==> src/rtl/hazard_unit.sv <==
// Decode-stage hazard/forwarding controller: 3-entry in-flight scoreboard (EX/MEM/WB),
// load-use stall, branch flush, operand forward selects. Optional HAZ_STATS_EN adds stall_cnt.
module hazard_unit #(
    parameter logic [1:0] ZERO_FWD = 2'b00
) (
    input  logic       clk,
    input  logic       rst_n,
    input  logic [3:0] id_rn,
    input  logic [3:0] id_rm,
    input  logic [3:0] id_rs,
    input  logic       id_use_rn,
    input  logic       id_use_rm,
    input  logic       id_use_rs,
    input  logic [3:0] id_rd,
    input  logic       id_rf_e,
    input  logic       id_load,
    input  logic       ex_branch_taken,
    output logic       nop_s,
    output logic       pc_le,
    output logic       ifid_le,
    output logic       ifid_flush,
    output logic [1:0] fwd_a,
    output logic [1:0] fwd_b,
    output logic [1:0] fwd_c
`ifdef HAZ_STATS_EN
    ,
    output logic [15:0] stall_cnt
`endif
);

    typedef struct packed {
        logic       v;
        logic [3:0] rd;
        logic       ld;
    } sb_entry_t;

    sb_entry_t ex_q, mem_q, wb_q, ex_d;

    logic [2:0][3:0] src_reg;
    logic [2:0]      src_use;
    logic [2:0][1:0] fwd_sel;
    logic [2:0]      src_ex_ld;
    logic            load_use;
    logic            stall;
    logic            branch_kill;

    assign src_reg = {id_rs, id_rm, id_rn};
    assign src_use = {id_use_rs, id_use_rm, id_use_rn};

    function automatic logic hit(input sb_entry_t e, input logic use_src, input logic [3:0] r);
        // R15 reads the PC path, so it is never treated as a register dependency
        return use_src && (r != 4'd15) && e.v && (e.rd == r);
    endfunction

    function automatic logic [1:0] fwd_code(input sb_entry_t ex_e, input sb_entry_t mem_e,
                                            input sb_entry_t wb_e, input logic use_src,
                                            input logic [3:0] r);
        if (hit(ex_e, use_src, r))       return 2'b01;
        else if (hit(mem_e, use_src, r)) return 2'b10;
        else if (hit(wb_e, use_src, r))  return 2'b11;
        else                             return ZERO_FWD;
    endfunction

    generate
        for (genvar gi = 0; gi < 3; gi++) begin : g_src
            assign fwd_sel[gi]   = fwd_code(ex_q, mem_q, wb_q, src_use[gi], src_reg[gi]);
            assign src_ex_ld[gi] = hit(ex_q, src_use[gi], src_reg[gi]) && ex_q.ld;
        end
    endgenerate

    assign load_use    = |src_ex_ld;
    // A taken branch makes the ID instruction wrong-path, so its stall is dropped
    assign branch_kill = rst_n && ex_branch_taken;
    assign stall       = rst_n && load_use && !ex_branch_taken;

    assign nop_s      = !rst_n || ex_branch_taken || load_use;
    assign pc_le      = rst_n && !stall;
    assign ifid_le    = rst_n && !stall;
    assign ifid_flush = branch_kill;
    assign fwd_a      = rst_n ? fwd_sel[0] : ZERO_FWD;
    assign fwd_b      = rst_n ? fwd_sel[1] : ZERO_FWD;
    assign fwd_c      = rst_n ? fwd_sel[2] : ZERO_FWD;

    always_comb begin
        ex_d    = '0;
        ex_d.v  = id_rf_e && !nop_s;
        ex_d.rd = id_rd;
        ex_d.ld = id_load && !nop_s;
    end

    always_ff @(posedge clk or negedge rst_n) begin
        if (!rst_n) begin
            ex_q  <= '0;
            mem_q <= '0;
            wb_q  <= '0;
        end else begin
            ex_q  <= ex_d;
            mem_q <= ex_q;
            wb_q  <= mem_q;
        end
    end

`ifdef HAZ_STATS_EN
    logic [15:0] stall_cnt_q, stall_cnt_d;

    always_comb begin
        stall_cnt_d = stall_cnt_q;
        if (stall && (stall_cnt_q != 16'hFFFF)) stall_cnt_d = stall_cnt_q + 16'd1;
    end

    always_ff @(posedge clk or negedge rst_n) begin
        if (!rst_n) stall_cnt_q <= '0;
        else        stall_cnt_q <= stall_cnt_d;
    end

    assign stall_cnt = stall_cnt_q;
`endif

endmodule

==> config.mk <==
export PLATFORM = sky130hd
export DESIGN_NAME = hazard_unit
export DESIGN_NICKNAME = d
export VERILOG_FILES = /design/src/rtl/hazard_unit.sv
export SDC_FILE = /design/constraint.sdc
export NUM_CORES = 1
export LEC_CHECK = 0
export CAP_MARGIN = 20
export CORE_MARGIN = 1
export CORE_UTILIZATION = 45
export DETAILED_ROUTE_END_ITERATION = 8
export PLACE_DENSITY = 0.82
export SLEW_MARGIN = 15
export SYNTH_ARGS = -nofsm -noshare
export SYNTH_HDL_FRONTEND = slang
export SYNTH_SLANG_ARGS = --single-unit
==> constraint.sdc <==
create_clock -name clk -period 2.9 [get_ports clk]
set_clock_uncertainty 0.05 [all_clocks]
set_input_delay 0.58 -clock clk [delete_from_list [all_inputs] [get_ports clk]]
set_output_delay 0.58 -clock clk [all_outputs]
set_load 0.02 [all_outputs]
==> reports/results.tsv <==
metric	value	unit
status	complete, no violations	
Mapped Nets	124	
Finished Core Util	0.762	
Post-synth top cells	17 x xnor2_1, 16 x dfrtp_1, 16 x xor2_1, 8 x nand4_1, 7 x nand2_1	
Slew headroom	0.763	
drc violations	0	
worst r2r path cells	6	
Adder-Cell Fraction of Synth Area	0	
H-tree Lvls	1	
worst path arrival time	2.23	ns
gr busiest metal	met2	
n_diodes	0	
Mapped Cells	100	
layout net count	185	
First DRT Iteration DRCs	21	
Yosys reg bits	16	
met2 Use GR	0.484	
routed vias	1023	
worst-path maximum fanout	4	
kind of critical path	primary input to output port	
Final Cycle Share	0.985	
row cnt	16	
die height	49.5	um
min-delay worst type	flip-flop to flip-flop	
fin area	0.00156	mm2
maximum vdd drop	408	uV
Hold Path Cell Cnt	0	
CP Cell Sequence	clkdlybuf4s50_1, nand2_1, or4_4, a31o_4, o21a_1, buf_2	
async set-or-reset flop fraction in the synthesized netlist	1.00	
Yosys top cell by area	dfrtp_1	
TritonCTS clock tree	built	
synthesized area per cell	10.1	um2
total gr overflow	0	
hold buffers post-CTS	0	
layout cells sized above 1	0.288	
WL/cell	15.8	um
Max Root-Sink Buffers	2	
Setup crit end kind	output port	
CP required	2.27	ns
Num CTS Buffers	3	
Synth Area in Compound Gates	0.0889	
post-synthesis mux area share	0	
synthesized cell area	0.00101	mm2
post-synth top area share	0.395	
Post-DP HPWL	2200	um
initial antenna violation count	0	
YS warnings	0	
top-count cell post-synth	xnor2_1	
1st-pass router iterations	4	
pwr/cell area	339	mW/mm2
die area	0.00245	mm2
final wirelength	2960	um
RR Startpoint	ex_q[1]	
Seq/Total Area, Yosys	0.395	
Post-synth EDFFs	0	
Final setup viols	0	
leakage	0.705	nW
TNS Setup	0	ns
Core Area	0.00204	mm2
first-pass GRT wire length	4710	um
Hold Vio Cnt, Final	0	
crit path max-delay cell type	or4_4	
PortBufs	33	
RSZ-0062 raised after global routing	true	
crit start category	primary input	
Max stage delay on crit path	0.51	ns
synth unique cells	25	
largest family of logic cells by synthesized area	XOR/XNOR gates	
Max Cap Viol	0	
Max Slew Vio Count	0	
M3 GR Usage	0.0278	
Clock Sinks	16	
ys flop type	dfrtp_1	
largest net degree at the start of global routing	17	
area grow syn2layout	53.5	%
vias in the first global route	1076	
Initial Util	0.496	
CP startpoint	id_use_rs	
Vias/cell	5.47	
M1 GR Usage	0.299	
Placement Cell Area	0.00151	mm2
XOR/XNOR share of the synthesized area	0.285	
Worst-Skew Late Latency	0.29	ns
clk root buf	clkbuf_4	
Reg clk slew, reported paths	0.09	ns
Max Fclk	350	MHz
die width	49.5	um
I/O pins	34	
global-route total usage across every layer	0.264	
Overall Power	0.000527	W
gpl congestion	0.935	
post-route antenna net violation count	0	
worst slew pin tran	0.351	ns
launch point of the worst hold path	ex_q[4]	
final worst path period need	2.86	ns
Synth area leaders	dfrtp_1 40%, xnor2_1 15%, xor2_1 14%	
simple-gate share of the synthesized area	0.212	
critical path, delay by kind of cell:
| family | cells | cell delay [ns] |
|---|---|---|
| buffers and inverters | 2 | 0.65 |
| AOI/OAI and AO/OA | 2 | 0.43 |
| and+or+nand+nor | 2 | 0.57 |
cells by family (layout without fill, tap and decap cells):
family / Yosys count / after routing
AND/OR/NAND/NOR: 37 / 37
XOR/XNOR: 33 / 33
flip-flops: 16 / 16
AO/OA/AOI/OAI: 10 / 10
buffers and inverters: 4 / 64
timing repair:
| item | 4_1_cts | 5_1_grt |
|---|---|---|
| endpoints found under the setup margin | 9 | 4 |
| gates resized for setup | 39 | 14 |
| pin swaps | 2 | 2 |
| buffers inserted | 1 | 4 |
metal layers:
metal | up-vias | wire (um)
met5 | - | 0
met4 | 0 | 44
met3 | 6 | 124
met2 | 41 | 1490
met1 | 495 | 1300
li1 | 481 | -
cells in the final DEF (no fill, tap or decap), drive strengths merged, types with 7 or more instances in the layout:
cell           count
buf               29
xnor2             17
xor2              16
dfrtp             16
clkdlybuf4s50     12
dlygate4sd2       12
nand4              8
clkbuf             8
nand2              7
sequential cells by signal, indices dropped and copies added, names as in the netlist:
| signal | count |
|---|---|
| wb_q | 5 |
| mem_q | 5 |
| ex_q | 6 |
worst paths after layout:
kind                            end  slack (ns)
max in group asynchronous   ex_q[2]        1.91
setup / recovery            ifid_le        0.04
setup reg to reg            ex_q[5]        0.83
hold reg to reg            mem_q[4]        0.41
min in group asynchronous   ex_q[0]        0.70
hold / removal             mem_q[4]        0.41
where the power goes:
group / internal (W) / total (W) / switching (W)
clock network: 0.0000765 / 0.000147 / 0.0000702
logic: 0.0000721 / 0.000130 / 0.0000576
registers: 0.000234 / 0.000251 / 0.0000168
per-stage QoR:
step	setup WS, ns	hold slack [ns]	std cells
finish	0.0449	0.411	187
global route	-0.0297	0.433	187
CTS	0.00396	0.441	183
detailed placement	-0.609	0.422	178
global placement	-0.604	0.419	178
floorplan	0.288	0.234	100
layout make-up:
cell class,instances,area (um2)
clock buffer,4,36.3
fill,154,487
inverter,3,11.3
multi-input combinational,80,617
sequential,16,404
tap,27,33.8
timing repair buffer,57,453
Power figures use the tool's default switching activity.
